==> config.mk <==
export PLATFORM = sky130hd
export DESIGN_NAME = fp_normalizer_seq
export DESIGN_NICKNAME = d
export VERILOG_FILES = /design/src/rtl/fpu_pkg.sv /design/src/rtl/fp_pack.sv /design/src/rtl/fp_normalizer_seq.sv
export SDC_FILE = /design/constraint.sdc
export NUM_CORES = 1
export LEC_CHECK = 0
export BUFFER_PORTS_ARGS = -buffer_cell sky130_fd_sc_hd__buf_2
export CORE_MARGIN = 1.5
export CORE_UTILIZATION = 25
export CTS_CLUSTER_DIAMETER = 120
export DETAILED_ROUTE_END_ITERATION = 10
export PLACE_DENSITY = 0.54
export REMOVE_ABC_BUFFERS = 1
export SYNTH_ARGS = -nofsm -noshare
export SYNTH_HDL_FRONTEND = slang
export SYNTH_SLANG_ARGS = --single-unit
==> constraint.sdc <==
create_clock -name clk -period 7.59 [get_ports clk]
set_input_delay 1.518 -clock clk [delete_from_list [all_inputs] [get_ports clk]]
set_output_delay 1.518 -clock clk [all_outputs]
set_load 0.02 [all_outputs]
==> src/rtl/fpu_pkg.sv <==
// fpu_pkg: shared types and constants for the FPU normalize/pack path
package fpu_pkg;

    typedef enum logic [1:0] {IDLE, ALIGN, DONE} state_t;

    localparam logic [7:0] EXP_INF    = 8'hFF;
    localparam int         HIDDEN_BIT = 23;
    localparam int         FRAC_W     = 23;
    localparam int         EXP_W      = 8;

    typedef struct packed {
        logic              sign;
        logic [EXP_W-1:0]  exp;
        logic [FRAC_W-1:0] frac;
    } fp_word_t;

endpackage

==> src/rtl/fp_pack.sv <==
// fp_pack: combinational IEEE-754 single packer with zero/inf/underflow overrides
module fp_pack
    import fpu_pkg::*;
(
    input  logic        sign,
    input  logic [7:0]  exp,
    input  logic [22:0] frac,
    input  logic        selZero,
    input  logic        selInf,
    input  logic        selUnf,
    output logic [31:0] result,
    output logic        zero,
    output logic        ovf,
    output logic        unf
);

    fp_word_t word;
    logic     special;

    assign special = selZero | selInf | selUnf;

    // zero wins over inf, inf over underflow; specials carry an all-zero fraction
    always_comb begin
        word.sign = sign & ~selZero;
        word.exp  = selZero ? 8'h00 : selInf ? EXP_INF : selUnf ? 8'h00 : exp;
        word.frac = special ? '0 : frac;
    end

    assign result = word;
    assign zero   = selZero;
    assign ovf    = selInf & ~selZero;
    assign unf    = selUnf & ~selInf & ~selZero;

endmodule

==> src/rtl/fp_normalizer_seq.sv <==
// fp_normalizer_seq: one-bit-per-cycle normalizer and IEEE-754 single packer
module fp_normalizer_seq
    import fpu_pkg::*;
#(
    parameter int MAG_W = 32
) (
    input  logic             clk,
    input  logic             reset,
    input  logic             in_valid,
    output logic             in_ready,
    input  logic             in_sign,
    input  logic [7:0]       in_exp,
    input  logic [MAG_W-1:0] in_mag,
    output logic             out_valid,
    input  logic             out_ready,
    output logic [31:0]      out_result,
    output logic             out_zero,
    output logic             out_ovf,
    output logic             out_unf
);

    state_t           state;
    logic             sgn;
    logic [8:0]       expR;
    logic [MAG_W-1:0] mag;
    logic             isZero, isInf, isUnf, carry, low, finish;
    logic [31:0]      packed_word;
    logic             packZero, packOvf, packUnf;

    // exponent never exceeds 0xFF: right shifts stop as soon as it reaches infinity
    assign isZero = mag == '0;
    assign isInf  = expR == {1'b0, EXP_INF};
    assign isUnf  = expR == 9'd0;
    assign carry  = |mag[MAG_W-1:HIDDEN_BIT+1];
    assign low    = ~mag[HIDDEN_BIT];
    assign finish = isZero | isInf | isUnf | (~carry & ~low);

    assign in_ready  = state == IDLE;
    assign out_valid = state == DONE;

    fp_pack u_pack (
        .sign    (sgn),
        .exp     (expR[7:0]),
        .frac    (mag[FRAC_W-1:0]),
        .selZero (isZero),
        .selInf  (isInf),
        .selUnf  (isUnf),
        .result  (packed_word),
        .zero    (packZero),
        .ovf     (packOvf),
        .unf     (packUnf)
    );

    // accept, shift toward bit 23 one position per cycle, then hold the packed result
    always_ff @(posedge clk) begin
        if (reset) begin
            state      <= IDLE;
            sgn        <= 1'b0;
            expR       <= '0;
            mag        <= '0;
            out_result <= '0;
            out_zero   <= 1'b0;
            out_ovf    <= 1'b0;
            out_unf    <= 1'b0;
        end else begin
            unique case (state)
                IDLE: if (in_valid) begin
                    sgn   <= in_sign;
                    expR  <= {1'b0, in_exp};
                    mag   <= in_mag;
                    state <= ALIGN;
                end
                ALIGN: if (finish) begin
                    out_result <= packed_word;
                    out_zero   <= packZero;
                    out_ovf    <= packOvf;
                    out_unf    <= packUnf;
                    state      <= DONE;
                end else if (carry) begin
                    mag  <= mag >> 1;
                    expR <= expR + 9'd1;
                end else begin
                    mag  <= mag << 1;
                    expR <= expR - 9'd1;
                end
                DONE: if (out_ready) state <= IDLE;
                default: state <= IDLE;
            endcase
        end
    end

endmodule

* Word-level counts from Yosys, hierarchy flattened
Cells that the tools add are included.
** Storage, ports and cells
- Flip-flop bits (word level) :: 79
- Latch bits :: 0
- RAM bits :: 0
- Bits in read-only memories :: 0
- Input bits :: 45
- Memories :: 0
** Operators by class
- $add $sub $neg :: 2
- Multipliers :: 0
- Div/mod/pow operators :: 0
- Order comparisons :: 0
- Eq/ne operators :: 7
- Shift-type cells :: 0
- Mux-type cells :: 16
- Bitwise operators :: 11
- Reduce and logical (&&, ||, !) cells :: 9
** Operators by type and width (count)
- $mux 32 :: 3
- $pmux 32 s2 :: 1
- $logic_not 32->1 :: 1
- $mux 9 :: 3
- $mux 8 :: 3
- $mux 23 :: 1
- $pmux 9 s2 :: 1
- $add 9x1->9 const B :: 1
- $eq 9x8->1 const B :: 1
- $logic_not 9->1 :: 1
- $sub 9x1->9 const B :: 1
- $reduce_or 8->1 :: 1
- $mux 2 :: 3
- $ne 2x2->1 const B :: 3
- $pmux 2 s3 :: 1
- $reduce_and 3->1 :: 2
- $and 1x1->1 :: 5
- $reduce_and 2->1 :: 2
- $not 1->1 :: 3
- $or 1x1->1 :: 3
- $eq 2x1->1 const B :: 1
- $eq 2x2->1 const B :: 1
- $logic_not 2->1 :: 1
- $ne 2x1->1 const B :: 1
- $reduce_bool 2->1 :: 1

* Logic depth before layout (Yosys ltp)
Gate-level depths: netlist (run 1).
- Depth in word-level cells :: 6
- Mapped depth :: 13
- Gate-level depth less buffers :: 9

* Hierarchy
Synthesis (run 1) repeated with hierarchy kept, for this count alone.
** Unflattened totals
- Cells, all modules :: 523
- Area, all modules :: 4216.5 um^2
** Modules (own cells, without submodules)
- fp_normalizer_seq :: times used 1, cells each 474, area each 3898.7 um^2, sequential area each 1581.5 um^2
- fp_pack :: times used 1, cells each 49, area each 317.8 um^2, sequential area each 0.0 um^2

* Least setup slack after synthesis (run 1)
OpenSTA, ideal clock, no wires.
- Kind :: register to register
- Start point :: reg mag[25]
- End point :: reg expR[8]
- Library setup time :: 0.132 ns
- Arrival :: 3.025 ns
- Data required time :: 7.458 ns
- Slack :: 4.433 ns
- Stages on the path, launching flop included :: 14
- Path buffers :: 4
- Period minus slack after synthesis :: 3.157 ns
- Path through :: dfxtp_1 > or4_1 > clkbuf_1 > or2_1 > buf_2 > buf_1 > buf_1 > xnor2_1 > ha_1 > nor4_1 > a32oi_1 > and2_1 > o21ai_0 > a21oi_1
** On the way
- Word-level cells in the longest chain between the ends :: 6
- Elaborated cells on any way between the ends :: 12
** RTL lines
- start: declaration :: line fp_normalizer_seq.sv:25 : logic [MAG_W-1:0] mag;
- start signal: assignment :: line fp_normalizer_seq.sv:70 : mag <= in_mag;
- start signal: assignment :: line fp_normalizer_seq.sv:80 : mag <= mag >> 1;
- start signal: assignment :: line fp_normalizer_seq.sv:83 : mag <= mag << 1;
- $logic_not 32->1 / $reduce_or 8->1 (equally long branches) :: line fp_normalizer_seq.sv:31, fp_normalizer_seq.sv:34
- $or 1x1->1 / $not 1->1 (equally long branches) :: line fp_normalizer_seq.sv:36 : assign finish = isZero | isInf | isUnf | (~carry & ~low);
- $or 1x1->1 / $and 1x1->1 (equally long branches) :: line fp_normalizer_seq.sv:36
- $or 1x1->1 :: line fp_normalizer_seq.sv:36
- $ne 2x2->1 (no line)
- $reduce_and 3->1 (no line)
- end signal: assignment :: line fp_normalizer_seq.sv:69 : expR <= {1'b0, in_exp};
- end signal: assignment :: line fp_normalizer_seq.sv:81 : expR <= expR + 9'd1;
- end signal: assignment :: line fp_normalizer_seq.sv:84 : expR <= expR - 9'd1;
- end: declaration :: line fp_normalizer_seq.sv:24 : logic [8:0] expR;
Several ways; a longest one is shown, not always the timed one. The select of a mux whose other input is x is not followed.
A chain may end at the register's enable or synchronous reset.

* Final worst setup path (run 1)
- Start point :: reg mag[25]
- End point :: reg mag[15]
** On the way
- Word-level cells in the longest chain between the ends :: 6
- Elaborated cells on any way between the ends :: 12
** RTL lines (line)
- $logic_not 32->1 / $reduce_or 8->1 (equally long branches) :: fp_normalizer_seq.sv:31, fp_normalizer_seq.sv:34
- $or 1x1->1 / $not 1->1 (equally long branches) :: fp_normalizer_seq.sv:36
- $or 1x1->1 / $and 1x1->1 (equally long branches) :: fp_normalizer_seq.sv:36
- $or 1x1->1 :: fp_normalizer_seq.sv:36
- $ne 2x2->1 (no line)
- $reduce_and 3->1 (no line)
Several ways; a longest one is shown, not always the timed one. The select of a mux whose other input is x is not followed.

==> impl_results.md, run 1 <==
* Outcome: complete, no violations
* DR pass1 iterations at 5
* CTS tree: built
* Area growth from synthesis to layout at 23.0%
* Gr usage total at 14.7%
* Crit path launch type: flop
* First-pass GRT wire length at 18500 µm
* CP peak stage delay at 0.98 ns
* Min-Delay Path Class: reg -> reg
* Fin worst setup slack at 4.22 ns
* Final HPWL DP at 7540 µm
* DP Area at 4240 µm²
* Fmax at 297 MHz
* Post-CTS Setup Inserts at 0
* Post-DR vias/cell at 5.09
* Place WS at 4.25 ns
* Critical-path maximum fanout at 59
* Hold Buf Count CTS at 0
* Initial Util at 25.5%
* Vias in the first global route at 3496
* Crit path capture type: flop
* Slew @ Worst Pin at 1.14 ns
* EDFF count, synth at 0
* CTS Buffer Depth at 2
* Overflow after GRT at 0
* Worst setup path category: reg -> reg
* RSZ-0062 raised after global routing: no
* Clk root buf: clkbuf_16
* Routed WL per cell at 15.7 µm
* Design area at 4570 µm²
* # IOs at 82
* DIE AREA at 15600 µm²
* Mapped cell area at 3710 µm²
* Maximum VDD drop at 0.144 mV
* Die span in y at 125 µm
* Leak pwr at 1.74 nW
* Tmin final at 3.37 ns
* Crit path cell chain: or4_1, or2_1, buf_4, nor2_1, o31a_2, a311o_1, a21oi_1
* Netlist cell types at 44
* Worst hold slack at 0.450 ns
* Htree depth at 3
* DRC Markers at 0
* Post-synthesis async set-or-reset flop share at 0%
* Clk_lat worst skew at 0.33 ns
* Setup Total Neg Slack at 0 ns
* Initial antenna violation count at 0
* Antenna Violating Nets Remaining at 0
* Max-cap violations at 0
* RePlAce Congestion at 0.826
* Routed via count at 3657
* Leading cell type in the layout, fill and taps excluded: nand2_1
* Clock-pin slew on the worst setup and hold paths at 0.06 ns
* Slew HR at 24.0%
* Cell Rows at 44
* Family with the most delay on the worst path: simple AND/OR/NAND/NOR gates
* Syn_area_per_cell at 7.83 µm²
* CTS resizes at 0
* Dominant synthesized flop cell: dfxtp_1
* Ratio of cells with drive above 1 in the final layout at 20.6%
* Chip Width at 125 µm
* Most frequent cells in the layout: nand2_1, buf_2, dfxtp_1, nor2_1, a21oi_1
* DRT iter0 DRCs at 282
* Pwr per Cell Area at 305 nW/µm²
* Worst EP arrival at 3.55 ns
* CP max stage cell: o31a_2
* PortBufs at 81
* Nets at 576
* CTS buffer count at 9
* Crit share post-route at 44.3%
* # diodes at 0
* Final WL at 11300 µm
* Seq cells post-synth at 79
* Critical path buffers and inverters at 1
* Worst EP required at 7.77 ns
* Setup violations, final at 0
* Slew Limit Fails at 0
* Clk_skew at 0.00665 ns
* Seq/Total Area, Yosys at 42.6%
* Synthesized netlist cell count at 474
* CTS sink count at 79
* Core box area at 14500 µm²
* Final hold vios at 0
* Synth warn at 0
* Largest net degree at the start of global routing at 86
==> worst register-to-register path, cell delays in order (launching register included) <==
cell	delay, ns
dfxtp_1	0.31
or4_1	0.62
or2_1	0.26
buf_4	0.25
nor2_1	0.45
o31a_2	0.99
a311o_1	0.26
a21oi_1	0.07
==> per-stage QoR <==
stage	utilization [%]	cells	total power, mW
floorplan	-	431	0.785
global placement	29.2	703	0.915
detailed placement	29.2	703	0.928
CTS	31.4	719	1.41
global route	31.4	719	1.48
finish	31.4	719	1.39
==> where the power goes <==
group / total (mW) / internal (mW) / switching, mW
clock network: 0.474 / 0.306 / 0.169
logic: 0.390 / 0.134 / 0.255
registers: 0.530 / 0.465 / 0.0647
total: 1.39 / 0.905 / 0.489
==> path summary, 6_finish.rpt <==
kind / depth (start not counted) / slack, ns / endpoint / from
setup / recovery: 7 / 4.22 / mag[15] / mag[25]
hold / removal: 2 / 0.45 / out_zero / out_zero
setup reg to reg: 7 / 4.22 / mag[15] / mag[25]
hold reg to reg: 2 / 0.45 / out_zero / out_zero
==> sequential cells by signal (all words and copies together) (netlist names) <==
name / count
mag: 32
out_unf: 1
expR: 9
out_ovf: 1
out_result: 32
out_zero: 1
state: 2
sgn: 1
==> metal layers <==
| layer | track usage (%) | share of wire (%) | vias up |
|---|---|---|---|
| li1 | - | - | 1816 |
| met1 | 18.8 | 44 | 1723 |
| met2 | 24.6 | 49 | 112 |
| met3 | 3.61 | 6.2 | 6 |
| met4 | 3.81 | 0.51 | 0 |
| met5 | 0 | 0 | - |
==> final cells by class <==
class | count | area [µm²]
well taps | 184 | 230
inverters | 4 | 15.0
multi-input cells | 348 | 1960
repair buffers | 88 | 458
clock inverters | 3 | 65.1
fillers | 1591 | 9970
flip-flops and latches | 79 | 1580
clock buffers | 13 | 260
==> logic make-up after synthesis <==
logic type / synth area share, %
buf+inv: 5.63
fa+ha+maj: 0.337
simple gates: 25.0
xor+xnor: 0.236
flops: 42.6
compound gates: 26.2
==> synth_stat cells, drive strengths merged, types with 7 or more instances <==
| master | count | area, µm² |
|---|---|---|
| a21oi | 41 | 205 |
| a22oi | 33 | 248 |
| a311o | 21 | 210 |
| a311oi | 8 | 70.1 |
| buf | 12 | 76.3 |
| clkbuf | 31 | 118 |
| dfxtp | 79 | 1580 |
| nand2 | 96 | 360 |
| nand2b | 7 | 43.8 |
| nor2 | 70 | 263 |
| nor3 | 9 | 45.0 |
| nor4 | 11 | 75.1 |
Note: power is estimated with default switching activity, not from simulation.
==> inputs of run 2 (changes only) <==
==> constraint.sdc (replaced) <==
create_clock -name clk -period 3.1 [get_ports clk]
set_input_delay 0.62 -clock clk [delete_from_list [all_inputs] [get_ports clk]]
set_output_delay 0.62 -clock clk [all_outputs]
set_load 0.02 [all_outputs]
==> impl_results.md, run 2 (same netlist as run 1, synthesis figures left out) <==
* Min-Delay Endpoint: out_unf
* Reg2Reg Depth at 8 (+1)
* Worst setup path category: reg -> reg
* CTS sink count at 79 (unchanged)
* Max-cap violations at 0 (unchanged)
* Final design utilization at 32.0% (+0.59 points)
* CTS buffer count at 9 (unchanged)
* Slew @ Worst Pin at 0.894 ns (-0.246 ns)
* Place WS at 0.181 ns (-4.07 ns)
* Core box area at 14500 µm² (unchanged)
* Worst Hold Launch: out_unf
* Leading cell type in the layout, fill and taps excluded: nand2_1
* Crit path cell chain: or4_1, or2_1, buf_4, o31ai_4, o31a_2, buf_12, a311o_1, a21oi_1
* Comb power frac at 29.1% (+1.1 points)
* Overflow after GRT at 0 (unchanged)
* Pwr per Cell Area at 749 nW/µm² (+150%)
* DR pass1 iterations at 4 (-1)
* Hold Buf Count CTS at 0 (unchanged)
* Chip Width at 125 µm (unchanged)
* DP Area at 4310 µm² (+1.7%)
* RePlAce Congestion at 0.843 (+2.0%)
* CP max stage cell: or4_1
* Final HPWL DP at 7790 µm (+3.3%)
* Fin worst setup slack at 0.283 ns (-3.94 ns)
* Internal power component at 2.25 mW (+150%)
* # diodes at 0 (unchanged)
* Slew Limit Fails at 0 (unchanged)
* Antenna Violating Nets Remaining at 0 (unchanged)
* Initial antenna violation count at 0 (unchanged)
* Worst hold slack at 0.455 ns (+0.00554 ns)
* Post-DR vias/cell at 5.14 (+1.1%)
* Nets at 584 (+1.4%)
* R2r endpoint: mag[15]
* Cell Rows at 44 (unchanged)
* CTS Buffer Depth at 2 (unchanged)
* Most frequent cells in the layout: nand2_1, buf_2, dfxtp_1, nor2_1, a21oi_1
* Design area at 4650 µm² (+1.9%)
* CTS tree: built
* Final WL at 11400 µm (+0.68%)
* Die span in y at 125 µm (unchanged)
* R2R Setup Slk at 0.28 ns (-3.94 ns)
* Tmin final at 2.82 ns (-0.549 ns)
* Fmax at 355 MHz (+19%)
* Maximum VDD drop at 0.352 mV (+150%)
* Worst EP arrival at 3.03 ns (-0.52 ns)
* Routed WL per cell at 15.7 µm (-0.43%)
* Clk_lat worst skew at 0.34 ns (about the same)
* Largest net degree at the start of global routing at 45 (-48%)
* Initial Util at 25.5% (unchanged)
* Clock power frac at 33.8% (-0.2 points)
* Vias in the first global route at 3655 (+4.5%)
* Slew HR at 40.4% (+16 points)
* Final hold vios at 0 (unchanged)
* Sw Ratio at 35.3% (+0.28 points)
* Clk root buf: clkbuf_16
* Area growth from synthesis to layout at 25.4%
* Crit path launch type: flop
* DIE AREA at 15600 µm² (unchanged)
* DRC Markers at 0 (unchanged)
* Critical-path maximum fanout at 44 (-25%)
* Launch point of the worst reg-to-reg path: mag[25]
* Routed via count at 3739 (+2.2%)
* Leak pwr at 1.79 nW (+2.5%)
* Gr usage total at 14.8% (+0.10 points)
* Crit path capture type: flop
* Clock-pin slew on the worst setup and hold paths at 0.06 ns (about the same)
* CP peak stage delay at 0.64 ns (-0.34 ns)
* Outcome: complete, no violations
* Htree depth at 3 (unchanged)
* Setup violations, final at 0 (unchanged)
* P_sw at 1.23 mW (+150%)
* DRT iter0 DRCs at 316 (+12%)
* Biggest regs: mag x32, out_result x32, expR x9
* Inst Count DP at 711 (+1.1%)
* Worst EP required at 3.31 ns (-4.46 ns)
* Part of the power in registers at 37.1% (-0.9 points)
* Hold Path Depth at 2 (unchanged)
* RSZ-0062 raised after global routing: no
* Min-Delay Path Class: reg -> reg
* Crit share post-route at 90.9% (+47 points)
* # IOs at 82 (unchanged)
* Ratio of cells with drive above 1 in the final layout at 22.3% (+1.7 points)
* Clk_skew at 0.00822 ns (+0.00157 ns)
* Layout Cells excl Fill at 727 (+1.1%)
* PortBufs at 81 (unchanged)
* First-pass GRT wire length at 18800 µm (+1.3%)
run 2: layout make-up:
type,count,area [µm²]
Tap cell,184,230
Multi-Input combinational cell,348,1960
Sequential cell,79,1580
Fill cell,1554,9880
Timing Repair Buffer,96,531
Inverter,4,15.0
Clock buffer,11,253
Clock inverter,5,80.1
run 2: worst max-delay path by stage:
| stage | to | start | slack (ns) |
|---|---|---|---|
| 2_1_floorplan | out_ovf | state[0] | -1.55 |
| 3_3_place_gp | expR[6] | mag[25] | 0.27 |
| 3_5_place_dp | expR[6] | mag[25] | 0.18 |
| 4_1_cts | expR[4] | mag[25] | 0.18 |
| 5_1_grt | expR[4] | mag[25] | 0.16 |
| 6_report | mag[15] | mag[25] | 0.28 |
run 2: power groups by stage:
stage | clock network, mW | logic [mW] | registers [mW]
floorplan | 0 | 0.649 | 1.27
global placement | 0 | 0.988 | 1.31
detailed placement | 0 | 1.01 | 1.31
CTS | 1.21 | 1.01 | 1.29
global route | 1.24 | 1.12 | 1.32
finish | 1.18 | 1.01 | 1.29
run 2: per-stage QoR:
step | power, mW | setup TNS, ns
3_5_place_dp | 2.32 | 0
2_1_floorplan | 1.92 | -97.04
3_3_place_gp | 2.29 | 0
6_report | 3.48 | 0
5_1_grt | 3.68 | 0
4_1_cts | 3.51 | 0
run 2: metal layers:
layer  track usage, %  up-vias  wire, µm  part of all wire, %
met1             18.8     1789      5250                   46
met4             3.81        0       138                  1.2
met5                0        -         0                    0
met3             4.47       16       605                  5.3
met2             24.4      108      5400                   47
li1                 -     1826         -                    -
run 2: repair_timing:
| item | CTS | global route |
|---|---|---|
| endpoints found under the setup margin | 0 | 3 |
| gates resized for setup | 0 | 1 |
| buffers inserted | 0 | 0 |
run 2: critical path, delay by kind of cell, from the launching register on:
kind / cells / cell delay (ns)
AO/OA/AOI/OAI: 4 / 0.93
AND/OR/NAND/NOR: 2 / 0.94
flip-flops: 1 / 0.31
buffers and inverters: 2 / 0.49
